$ cat config.mk
export PLATFORM = sky130hd
export DESIGN_NAME = trace_buffer
export DESIGN_NICKNAME = d
export VERILOG_FILES = /design/src/rtl/trace_buffer_pkg.sv /design/src/rtl/trace_classify.sv /design/src/rtl/trace_buffer.sv
export SDC_FILE = /design/constraint.sdc
export NUM_CORES = 2
export LEC_CHECK = 0
export BUFFER_PORTS_ARGS = -buffer_cell sky130_fd_sc_hd__buf_4
export CORE_ASPECT_RATIO = 0.75
export CORE_MARGIN = 8
export CORE_UTILIZATION = 35
export DETAILED_ROUTE_END_ITERATION = 10
export SETUP_SLACK_MARGIN = 0.05
export SKIP_CTS_REPAIR_TIMING = 1
export SLEW_MARGIN = 20
export SYNTH_ARGS = -nofsm -noshare
export SYNTH_HDL_FRONTEND = slang
export SYNTH_SLANG_ARGS = --single-unit
$ cat constraint.sdc
create_clock -name clk -period 16.55 [get_ports clk]
set_clock_uncertainty 0.2 [all_clocks]
set_input_delay 1.655 -clock clk [delete_from_list [all_inputs] [get_ports clk]]
set_output_delay 1.655 -clock clk [all_outputs]
set_load 0.01 [all_outputs]
$ cat src/rtl/trace_buffer_pkg.sv
// Shared constants, defines and types for the retirement trace buffer and its classifier.
// Optional TRACE_DISPLAY_EN (see trace_buffer.sv) prints every buffer write.
`ifndef INST_WIDTH
`define INST_WIDTH 32
`endif
`ifndef REG_DATA_WIDTH
`define REG_DATA_WIDTH 32
`endif
`ifndef TRACE_CLASS_WIDTH
`define TRACE_CLASS_WIDTH 3
`define TRACE_CLASS_UNKNOWN 3'd0
`define TRACE_CLASS_R 3'd1
`define TRACE_CLASS_ADDI 3'd2
`define TRACE_CLASS_LW 3'd3
`define TRACE_CLASS_SW 3'd4
`define TRACE_CLASS_BRANCH 3'd5
`define TRACE_CLASS_JAL 3'd6
`define TRACE_ST_IDLE 2'd0
`define TRACE_ST_CAPTURE 2'd1
`define TRACE_ST_POST 2'd2
`define TRACE_ST_DRAIN 2'd3
`endif
`ifndef OPC_OP
`define OPC_OP 7'b0110011
`define OPC_OP_IMM 7'b0010011
`define OPC_LOAD 7'b0000011
`define OPC_STORE 7'b0100011
`define OPC_BRANCH 7'b1100011
`define OPC_JAL 7'b1101111
`define F3_ADD_SUB 3'b000
`define F3_SLL 3'b001
`define F3_XOR 3'b100
`define F3_SRL 3'b101
`define F3_OR 3'b110
`define F3_AND 3'b111
`define F3_WORD 3'b010
`define F3_BEQ 3'b000
`define F3_BLT 3'b100
`define F7_BASE 7'b0000000
`define F7_ALT 7'b0100000
`endif

package trace_buffer_pkg;

  typedef enum logic [1:0] {
    ST_IDLE    = `TRACE_ST_IDLE,
    ST_CAPTURE = `TRACE_ST_CAPTURE,
    ST_POST    = `TRACE_ST_POST,
    ST_DRAIN   = `TRACE_ST_DRAIN
  } trace_state_e;

  typedef enum logic [`TRACE_CLASS_WIDTH-1:0] {
    CLASS_UNKNOWN = `TRACE_CLASS_UNKNOWN,
    CLASS_R       = `TRACE_CLASS_R,
    CLASS_ADDI    = `TRACE_CLASS_ADDI,
    CLASS_LW      = `TRACE_CLASS_LW,
    CLASS_SW      = `TRACE_CLASS_SW,
    CLASS_BRANCH  = `TRACE_CLASS_BRANCH,
    CLASS_JAL     = `TRACE_CLASS_JAL
  } trace_class_e;

endpackage

$ cat src/rtl/trace_classify.sv
// Combinational instruction classifier: maps a retired RV32 word onto a trace class.
// Anything outside the supported subset is reported as UNKNOWN.
module trace_classify
  import trace_buffer_pkg::*;
(
  input  logic [`INST_WIDTH-1:0]        inst,
  output logic [`TRACE_CLASS_WIDTH-1:0] inst_class
);

  logic [6:0] opcode;
  logic [2:0] funct3;
  logic [6:0] funct7;
  logic       unused_fields;

  assign opcode = inst[6:0];
  assign funct3 = inst[14:12];
  assign funct7 = inst[31:25];
  // Register and immediate fields do not affect the class.
  assign unused_fields = ^{inst[24:15], inst[11:7]};

  always_comb begin
    inst_class = CLASS_UNKNOWN;
    case (opcode)
      `OPC_OP: begin
        if (funct7 == `F7_BASE) begin
          case (funct3)
            `F3_ADD_SUB, `F3_SLL, `F3_XOR, `F3_SRL, `F3_OR, `F3_AND: inst_class = CLASS_R;
            default: inst_class = CLASS_UNKNOWN;
          endcase
        end else if (funct7 == `F7_ALT && funct3 == `F3_ADD_SUB) begin
          inst_class = CLASS_R;
        end
      end
      `OPC_OP_IMM: if (funct3 == `F3_ADD_SUB) inst_class = CLASS_ADDI;
      `OPC_LOAD:   if (funct3 == `F3_WORD) inst_class = CLASS_LW;
      `OPC_STORE:  if (funct3 == `F3_WORD) inst_class = CLASS_SW;
      `OPC_BRANCH: if (funct3 == `F3_BEQ || funct3 == `F3_BLT) inst_class = CLASS_BRANCH;
      `OPC_JAL:    inst_class = CLASS_JAL;
      default:     inst_class = CLASS_UNKNOWN;
    endcase
  end

endmodule

$ cat src/rtl/trace_buffer.sv
// Retirement trace capture: circular buffer with PC/UNKNOWN trigger, post-trigger fill and drain.
// Define TRACE_DISPLAY_EN to print a disassembly line for every buffer write.
module trace_buffer
  import trace_buffer_pkg::*;
#(
  parameter int DEPTH     = 16,
  parameter int POST_TRIG = 4,
  parameter int PC_WIDTH  = 32,
  parameter int CNT_WIDTH = 16
) (
  input  logic                          clk,
  input  logic                          rst_n,
  input  logic                          ret_valid,
  input  logic [PC_WIDTH-1:0]           ret_pc,
  input  logic [`INST_WIDTH-1:0]        ret_inst,
  input  logic [`REG_DATA_WIDTH-1:0]    ret_imm,
  input  logic                          arm,
  input  logic                          trig_en,
  input  logic [PC_WIDTH-1:0]           trig_pc,
  input  logic                          rd_ready,
  output logic                          rd_valid,
  output logic [PC_WIDTH-1:0]           rd_pc,
  output logic [`INST_WIDTH-1:0]        rd_inst,
  output logic [`REG_DATA_WIDTH-1:0]    rd_imm,
  output logic [`TRACE_CLASS_WIDTH-1:0] rd_class,
  output logic [1:0]                    state,
  output logic                          triggered,
  output logic [$clog2(DEPTH):0]        entry_cnt,
  output logic [CNT_WIDTH-1:0]          ret_cnt,
  output logic [CNT_WIDTH-1:0]          unk_cnt
);

  localparam int PTR_W  = $clog2(DEPTH);
  localparam int ECNT_W = PTR_W + 1;
  localparam logic [ECNT_W-1:0] FULL_CNT = ECNT_W'(DEPTH);

  logic [PC_WIDTH-1:0]           pc_mem    [DEPTH];
  logic [`INST_WIDTH-1:0]        inst_mem  [DEPTH];
  logic [`REG_DATA_WIDTH-1:0]    imm_mem   [DEPTH];
  logic [`TRACE_CLASS_WIDTH-1:0] class_mem [DEPTH];

  trace_state_e          state_q, state_d;
  logic [PTR_W-1:0]      wr_ptr_q, wr_ptr_d;
  logic [PTR_W-1:0]      rd_ptr_q, rd_ptr_d;
  logic [ECNT_W-1:0]     entry_cnt_q, entry_cnt_d;
  logic [ECNT_W-1:0]     post_cnt_q, post_cnt_d;
  logic                  triggered_q, triggered_d;
  logic                  rd_valid_q, rd_valid_d;
  logic [CNT_WIDTH-1:0]  ret_cnt_q, ret_cnt_d;
  logic [CNT_WIDTH-1:0]  unk_cnt_q, unk_cnt_d;

  logic [`TRACE_CLASS_WIDTH-1:0] ret_class;
  logic                          do_clear;
  logic                          wr_en;
  logic                          trig_fire;

  trace_classify u_classify (
    .inst       (ret_inst),
    .inst_class (ret_class)
  );

  always_ff @(posedge clk or negedge rst_n) begin
    if (!rst_n) begin
      state_q     <= ST_IDLE;
      wr_ptr_q    <= '0;
      rd_ptr_q    <= '0;
      entry_cnt_q <= '0;
      post_cnt_q  <= '0;
      triggered_q <= 1'b0;
      rd_valid_q  <= 1'b0;
      ret_cnt_q   <= '0;
      unk_cnt_q   <= '0;
    end else begin
      state_q     <= state_d;
      wr_ptr_q    <= wr_ptr_d;
      rd_ptr_q    <= rd_ptr_d;
      entry_cnt_q <= entry_cnt_d;
      post_cnt_q  <= post_cnt_d;
      triggered_q <= triggered_d;
      rd_valid_q  <= rd_valid_d;
      ret_cnt_q   <= ret_cnt_d;
      unk_cnt_q   <= unk_cnt_d;
    end
  end

  // Storage is deliberately left out of reset so it maps onto plain RAM.
  always_ff @(posedge clk) begin
    if (wr_en) begin
      pc_mem[wr_ptr_q]    <= ret_pc;
      inst_mem[wr_ptr_q]  <= ret_inst;
      imm_mem[wr_ptr_q]   <= ret_imm;
      class_mem[wr_ptr_q] <= ret_class;
    end
  end

  // Arm wins over a same-cycle retirement, so that retirement is never recorded.
  always_comb begin
    do_clear  = arm && (state_q != ST_DRAIN);
    wr_en     = ret_valid && !do_clear && (state_q == ST_CAPTURE || state_q == ST_POST);
    trig_fire = wr_en && (state_q == ST_CAPTURE) &&
                ((trig_en && ret_pc == trig_pc) || ret_class == CLASS_UNKNOWN);
  end

  always_comb begin
    state_d     = state_q;
    wr_ptr_d    = wr_ptr_q;
    rd_ptr_d    = rd_ptr_q;
    entry_cnt_d = entry_cnt_q;
    post_cnt_d  = post_cnt_q;
    triggered_d = triggered_q;
    rd_valid_d  = rd_valid_q;
    ret_cnt_d   = ret_cnt_q;
    unk_cnt_d   = unk_cnt_q;

    if (do_clear) begin
      state_d     = ST_CAPTURE;
      wr_ptr_d    = '0;
      rd_ptr_d    = '0;
      entry_cnt_d = '0;
      post_cnt_d  = '0;
      triggered_d = 1'b0;
      ret_cnt_d   = '0;
      unk_cnt_d   = '0;
    end else if (wr_en) begin
      wr_ptr_d = wr_ptr_q + 1'b1;
      if (entry_cnt_q != FULL_CNT) entry_cnt_d = entry_cnt_q + 1'b1;
      if (ret_cnt_q != {CNT_WIDTH{1'b1}}) ret_cnt_d = ret_cnt_q + 1'b1;
      if (ret_class == CLASS_UNKNOWN && unk_cnt_q != {CNT_WIDTH{1'b1}})
        unk_cnt_d = unk_cnt_q + 1'b1;
      if (state_q == ST_CAPTURE) begin
        if (trig_fire) begin
          triggered_d = 1'b1;
          if (POST_TRIG == 0) begin
            state_d = ST_DRAIN;
          end else begin
            post_cnt_d = ECNT_W'(POST_TRIG);
            state_d    = ST_POST;
          end
        end
      end else begin
        post_cnt_d = post_cnt_q - 1'b1;
        if (post_cnt_q == ECNT_W'(1)) state_d = ST_DRAIN;
      end
      // Only meaningful on the write that enters DRAIN: points at the oldest entry.
      rd_ptr_d = wr_ptr_d - entry_cnt_d[PTR_W-1:0];
    end else if (state_q == ST_DRAIN) begin
      if (!rd_valid_q) begin
        if (entry_cnt_q == '0) state_d = ST_IDLE;
        else                   rd_valid_d = 1'b1;
      end else if (rd_ready) begin
        rd_ptr_d    = rd_ptr_q + 1'b1;
        entry_cnt_d = entry_cnt_q - 1'b1;
        if (entry_cnt_q == ECNT_W'(1)) begin
          rd_valid_d = 1'b0;
          state_d    = ST_IDLE;
        end
      end
    end
  end

  assign rd_valid  = rd_valid_q;
  assign rd_pc     = pc_mem[rd_ptr_q];
  assign rd_inst   = inst_mem[rd_ptr_q];
  assign rd_imm    = imm_mem[rd_ptr_q];
  assign rd_class  = class_mem[rd_ptr_q];
  assign state     = state_q;
  assign triggered = triggered_q;
  assign entry_cnt = entry_cnt_q;
  assign ret_cnt   = ret_cnt_q;
  assign unk_cnt   = unk_cnt_q;

`ifdef TRACE_DISPLAY_EN
  string trace_tag;

  function automatic string r_mnemonic(input logic [2:0] f3, input logic alt);
    case (f3)
      `F3_ADD_SUB: return alt ? "sub" : "add";
      `F3_SLL:     return "sll";
      `F3_XOR:     return "xor";
      `F3_SRL:     return "srl";
      `F3_OR:      return "or";
      default:     return "and";
    endcase
  endfunction

  always @(posedge clk) begin
    if (rst_n && wr_en) begin
      trace_tag = trig_fire ? " TRIG" : "";
      case (ret_class)
        CLASS_R:
          $display("%s x%0d, x%0d, x%0d%s", r_mnemonic(ret_inst[14:12], ret_inst[30]),
                   ret_inst[11:7], ret_inst[19:15], ret_inst[24:20], trace_tag);
        CLASS_ADDI:
          $display("addi x%0d, x%0d, %0d%s", ret_inst[11:7], ret_inst[19:15],
                   $signed(ret_imm), trace_tag);
        CLASS_LW:
          $display("lw x%0d, %0d(x%0d)%s", ret_inst[11:7], $signed(ret_imm),
                   ret_inst[19:15], trace_tag);
        CLASS_SW:
          $display("sw x%0d, %0d(x%0d)%s", ret_inst[24:20], $signed(ret_imm),
                   ret_inst[19:15], trace_tag);
        CLASS_BRANCH:
          $display("%s x%0d, x%0d, %0d%s", (ret_inst[14:12] == `F3_BEQ) ? "beq" : "blt",
                   ret_inst[19:15], ret_inst[24:20], $signed(ret_imm), trace_tag);
        CLASS_JAL:
          $display("jal x%0d, %0d%s", ret_inst[11:7], $signed(ret_imm), trace_tag);
        default:
          $display("unknown 0x%h%s", ret_inst, trace_tag);
      endcase
    end
  end
`endif

endmodule

### Yosys cells after proc, flatten, opt, wreduce, memory -nomap -nowiden

Memories as Yosys holds them, arrays and structs flattened.
Index checks and enable logic that the tools add are counted.

* ROM bits: 0
* memories kept: 4
* memory bits (writable): 1584
* output and inout port bits: 140
* latch bits: 0
* input port bits: 134
* flip-flop bits (word level): 54

* bitwise logic cells: 2
* equality and inequality tests: 29
* divide/modulo/power cells: 0
* muxes and demuxes: 53
* multiply operators: 0
* $add $sub $neg: 8
* $lt $le $gt $ge: 0
* reduce and logical (&&, ||, !) cells: 34
* shifts and indexed selects: 0

Memories
* imm_mem: depth 16, width 32, read ports 1, clocked after Yosys merged registers in 0, write ports 1, RTL line trace_buffer.sv:39 `` logic [`REG_DATA_WIDTH-1:0] imm_mem [DEPTH]; ``
* inst_mem: depth 16, width 32, read ports 1, clocked after Yosys merged registers in 0, write ports 1, RTL line trace_buffer.sv:38 `` logic [`INST_WIDTH-1:0] inst_mem [DEPTH]; ``
* pc_mem: depth 16, width 32, read ports 1, clocked after Yosys merged registers in 0, write ports 1, RTL line trace_buffer.sv:37 `logic [PC_WIDTH-1:0] pc_mem [DEPTH];`
* class_mem: depth 16, width 3, read ports 1, clocked after Yosys merged registers in 0, write ports 1, RTL line trace_buffer.sv:40 `` logic [`TRACE_CLASS_WIDTH-1:0] class_mem [DEPTH]; ``

Operator list (count)
* 2-to-1 mux 16 bit: 6
* 2-to-1 mux 5 bit: 12
* adder 16 x 1 -> 16 bit (second input constant): 2
* equality test 32 bit: 1
* != test 16 bit (second input constant): 2
* 2-to-1 mux 4 bit: 7
* 2-to-1 mux 2 bit: 12
* equality test 7 x 6 -> 1 bit (second input constant): 3
* case mux 3 bit (6 select lines): 1
* equality test 7 bit (second input constant): 2
* equality test 3 bit (second input constant): 4
* 2-to-1 mux 1 bit: 12
* equality test 5 x 1 -> 1 bit (second input constant): 2
* nonzero test 2 bit: 5
* subtractor 5 x 1 -> 5 bit (second input constant): 2
* 2-to-1 mux 3 bit: 3
* AND reduction 3 bit: 3
* nonzero test 3 bit: 3
* adder 4 x 1 -> 4 bit (second input constant): 2
* logical AND 1 bit: 8
* != test 4 x 2 -> 1 bit (second input constant): 2
* equality test 7 x 2 -> 1 bit (second input constant): 1
* equality test 7 x 5 -> 1 bit (second input constant): 1
* zero test 7 bit: 1
* other kinds (22): 29

### Logic depth before layout (Yosys ltp)

* depth after elaboration: 12
* gate-level depth with buffers: 12
* mapped depth without buffers: 11

### By module

From an unflattened synthesis, not the netlist that was laid out.

* cells, all modules: 2634
* area, all modules: 62980.4 um^2

Modules (own cells, without submodules)
* trace_buffer: area each 62820.2 um^2, sequential area each 48916.9 um^2, times used 1, cells an instance 2610
* trace_classify: area each 160.2 um^2, sequential area each 0.0 um^2, times used 1, cells an instance 24

### Worst setup path after synthesis

Ideal clock, no wire load.

* path kind: input-to-reg
* start point: input ret_valid
* end point: memory class_mem[3][0] (netlist bit) (enable)
* arrival: 11592 ps
* library setup time: 800 ps
* stages: 4
* slack: 3958 ps
* path through: nor2b_1 > clkbuf_1 > nand2_1 > nor4_1

* longest elaborated chain between the ends: 4

RTL lines
* from (decl): RTL line trace_buffer.sv:13 `input logic ret_valid,`
* logical AND 1 bit (2 in a row): RTL line trace_buffer.sv:99 `wr_en = ret_valid && !do_clear && (state_q == ST_CAPTURE || state_q == ST_POST);`
* 2-to-1 mux 1 bit: RTL line trace_buffer.sv:88 `if (wr_en) begin`
* 2-to-1 mux 1 bit (implied by the code): RTL line trace_buffer.sv:92 `class_mem[wr_ptr_q] <= ret_class;`
* to (decl): RTL line trace_buffer.sv:40

Every way passes these cells.

### Worst setup path after layout

* start point: register rd_ptr_q[0]
* end point: output rd_imm[15]

* longest elaborated chain between the ends: 1

RTL lines
* from (decl): RTL line trace_buffer.sv:44 `logic [PTR_W-1:0] rd_ptr_q, rd_ptr_d;`
* from (signal assigned): RTL line trace_buffer.sv:76 `rd_ptr_q <= rd_ptr_d;`
* memory read (16 x 32 bit)
* to (decl): RTL line trace_buffer.sv:24 `` output logic [`REG_DATA_WIDTH-1:0] rd_imm, ``

Every way passes these cells.

==> metrics.yaml <==
slew_headroom: 0.261
synth_compound_area_frac: 0.00919
synthXorXnorAreaFrac: 0.00818
status: "completed"
finalSetupTns_ns: 0
path_cells: "buf_4, buf_4, buf_4, mux4_2, mux4_2, buf_4"
via_per_inst: 5.25
clk_latency_ns: 0.79
holdCritPathClass: "flip-flop to flip-flop"
ys.flop_type: "edfxtp_1"
synth_edf_count: 1584
syn_avg_cell_area_um2: 23.8
fmax_mhz: 134
place_congestion: 0.697
port_buffers: 273
power_density_nw_per_um2: 149
grt_pass1_wl_um: 221000
min_period_over_period: 0.450
clk_path_buf_depth: 3
synth_top_area_frac: 0.753
muxShareOfSynthArea: 0.177
synth_nets: 2805
grt_pass1_vias: 30550
synth_area_leaders: "edfxtp_1 (75%), mux4_2 (18%), dfrtp_1 (2.1%), xnor2_1 (0.60%), buf_2 (0.39%)"
cts.sinks: 1638
grt_max_degree: 100
maxCapViolCount: 0
crit_path_max_fanout: 48
vdd_drop_max_v: 0.0000953
maxSlewViolCount: 0
wl_per_cell_um: 27.7
core_area_um2: 180000
ys_seq_area_frac: 0.774
place_hpwl_um: 76400
start_kind: "flip-flop"
finalCriticalPeriod_ns: 7.45
synth_cell_types: 62
area_growth_pct: 16.4
ctsHtreeMaxLevel: 4
nNetsFinal: 3158
cts_tree: "done"
synthAdderAreaFrac: 0.00368
clk_pin_slew_ns: 0.06
cts-root-buf: "clkbuf_16"
layout-drive-gt1-share: 0.342
dieArea_um2: 194000
finalInstanceArea_um2: 73500
p_leak_nw: 22.8
die_w_um: 507
drc: 0
synth_cells: 2653
first_pass_iters: 4
synth_top_family_by_area: "multiplexers"
drt-initial-drc-count: 2870
rsz0062_at_grt: "false"
syn_area_um2: 63200
numCtsBuffers: 163
synth-warning-count: 0
crit_path_end_kind: "output port"
grt_use_total: 0.156
hold_slack_ns: 0.343
setup_violations: 0
num_rows: 135
worst_pin_slew_ns: 1.11
start_util: 0.351
ys_ff_latch: 1638
num_vias: 29083
critPathKind: "flip-flop to output port"
ios: 274
cpMaxStageDelayCell: "dfrtp_4"
crit_buf_inv: 4
placed_area_um2: 68300
async_reset_ff_frac: 0.0330
critical-path-max-stage-delay_ns: 0.92
die_y_um: 384
synth_top_cell_by_area: "edfxtp_1"
finalHoldViolations: 0
wl_um: 154000
worstPathArrival_ns: 5.59
grt_antenna_before_repair: 8
ant_nets: 0
synthSimpleGateAreaFrac: 0.0171
worst_ep_required_time_ns: 14.69
gr-total-overflow: 0
cp_top_family: "buffers and inverters"
crit_top_cell: "buf_4"
-- cell usage after synthesis (14+ instances only) --
cell type     n
buf_1        14
dfrtp_1      54
o21ai_0      17
edfxtp_1   1584
nor2_1       41
inv_1        21
ha_1         17
nand4_1      17
nand2_1      35
a21oi_1      20
buf_2        49
nand3_1      29
xor2_1       16
xnor2_1      43
mux4_2      495
clkbuf_1     65
nor3_1       15
-- power by group --
| part | total [mW] | internal (mW) | switching (mW) |
|---|---|---|---|
| Clock | 3.66 | 2.07 | 1.59 |
| Sequential | 4.82 | 4.69 | 0.127 |
| Combinational | 2.50 | 1.26 | 1.25 |
-- per-stage QoR --
stage,power [mW],instances,utilization,setup slack (ns)
after floorplan,6.52,2653,-,3.96
after global placement,7.47,5236,0.379,9.79
after detailed placement,7.49,5238,0.379,9.74
after CTS,11.2,5532,0.409,8.85
after global routing,11.4,5535,0.409,8.59
final,11.0,5537,0.409,9.10
-- sequential cells by signal, summed over array words and instances (netlist names) --
signal / count
ret_cnt: 16
pc_mem: 512
state: 2
unk_cnt: 16
entry_cnt: 5
wr_ptr_q: 4
rd_ptr_q: 4
post_cnt_q: 5
imm_mem: 512
rd_valid: 1
inst_mem: 512
triggered: 1
class_mem: 48
-- worst paths after layout --
| check | start | cells after the start | slack, ns | to |
|---|---|---|---|---|
| worst max-delay path | rd_ptr_q[0] | 6 | 9.10 | rd_imm[15] |
| worst min-delay path | post_cnt_q[0] | 1 | 0.34 | post_cnt_q[0] |
| worst max register to register | state[0] | 7 | 11.44 | inst_mem[9][20] |
| worst min register to register | post_cnt_q[0] | 1 | 0.34 | post_cnt_q[0] |
| max in group asynchronous | rst_n | 1 | 14.84 | rd_ptr_q[0] |
| min in group asynchronous | rst_n | 1 | 0.74 | unk_cnt[9] |
-- cell families (layout without fill, tap and decap cells) --
group | Yosys count | in the layout
adder cells (fa/ha/maj) | 18 | 18
flip-flops | 1638 | 1638
XOR/XNOR | 59 | 59
multiplexers | 499 | 499
other | 0 | 5
buffers and inverters | 153 | 635
AO/OA/AOI/OAI | 84 | 84
AND/OR/NAND/NOR | 202 | 202
-- per-layer routing --
metal	up-vias	global-route usage	routed length, µm
met4	0	0.0376	3100
met1	15981	0.217	68200
met3	203	0.0327	8170
met2	784	0.251	74100
li1	12115	-	-
met5	-	0	0
-- placed cells by master, fill, tap and decap left out, drive strengths merged, types with 8 or more instances in the layout --
cell | Yosys | routed
and2 | 8 | 8
nand2 | 35 | 35
buf | 67 | 320
clkbuf | 65 | 196
and3 | 13 | 13
nand4 | 17 | 17
nor3 | 17 | 17
mux4 | 495 | 495
edfxtp | 1584 | 1584
ha | 17 | 17
a21oi | 20 | 20
nor2 | 42 | 42
nand3 | 29 | 29
clkinv | 0 | 67
xor2 | 16 | 16
o21ai | 17 | 17
inv | 21 | 30
bufinv | 0 | 15
dfrtp | 54 | 54
xnor2 | 43 | 43
-- area by class of cell --
type | instances | area (µm²)
antenna | 5 | 12.5
clock buffer | 196 | 4220
clock inverter | 98 | 1040
fill | 15649 | 106000
inverter | 21 | 78.8
multi-input combinational | 862 | 13700
sequential | 1638 | 48900
tap | 2397 | 3000
timing repair buffer | 320 | 2550
(Power assumes the default switching activity.)
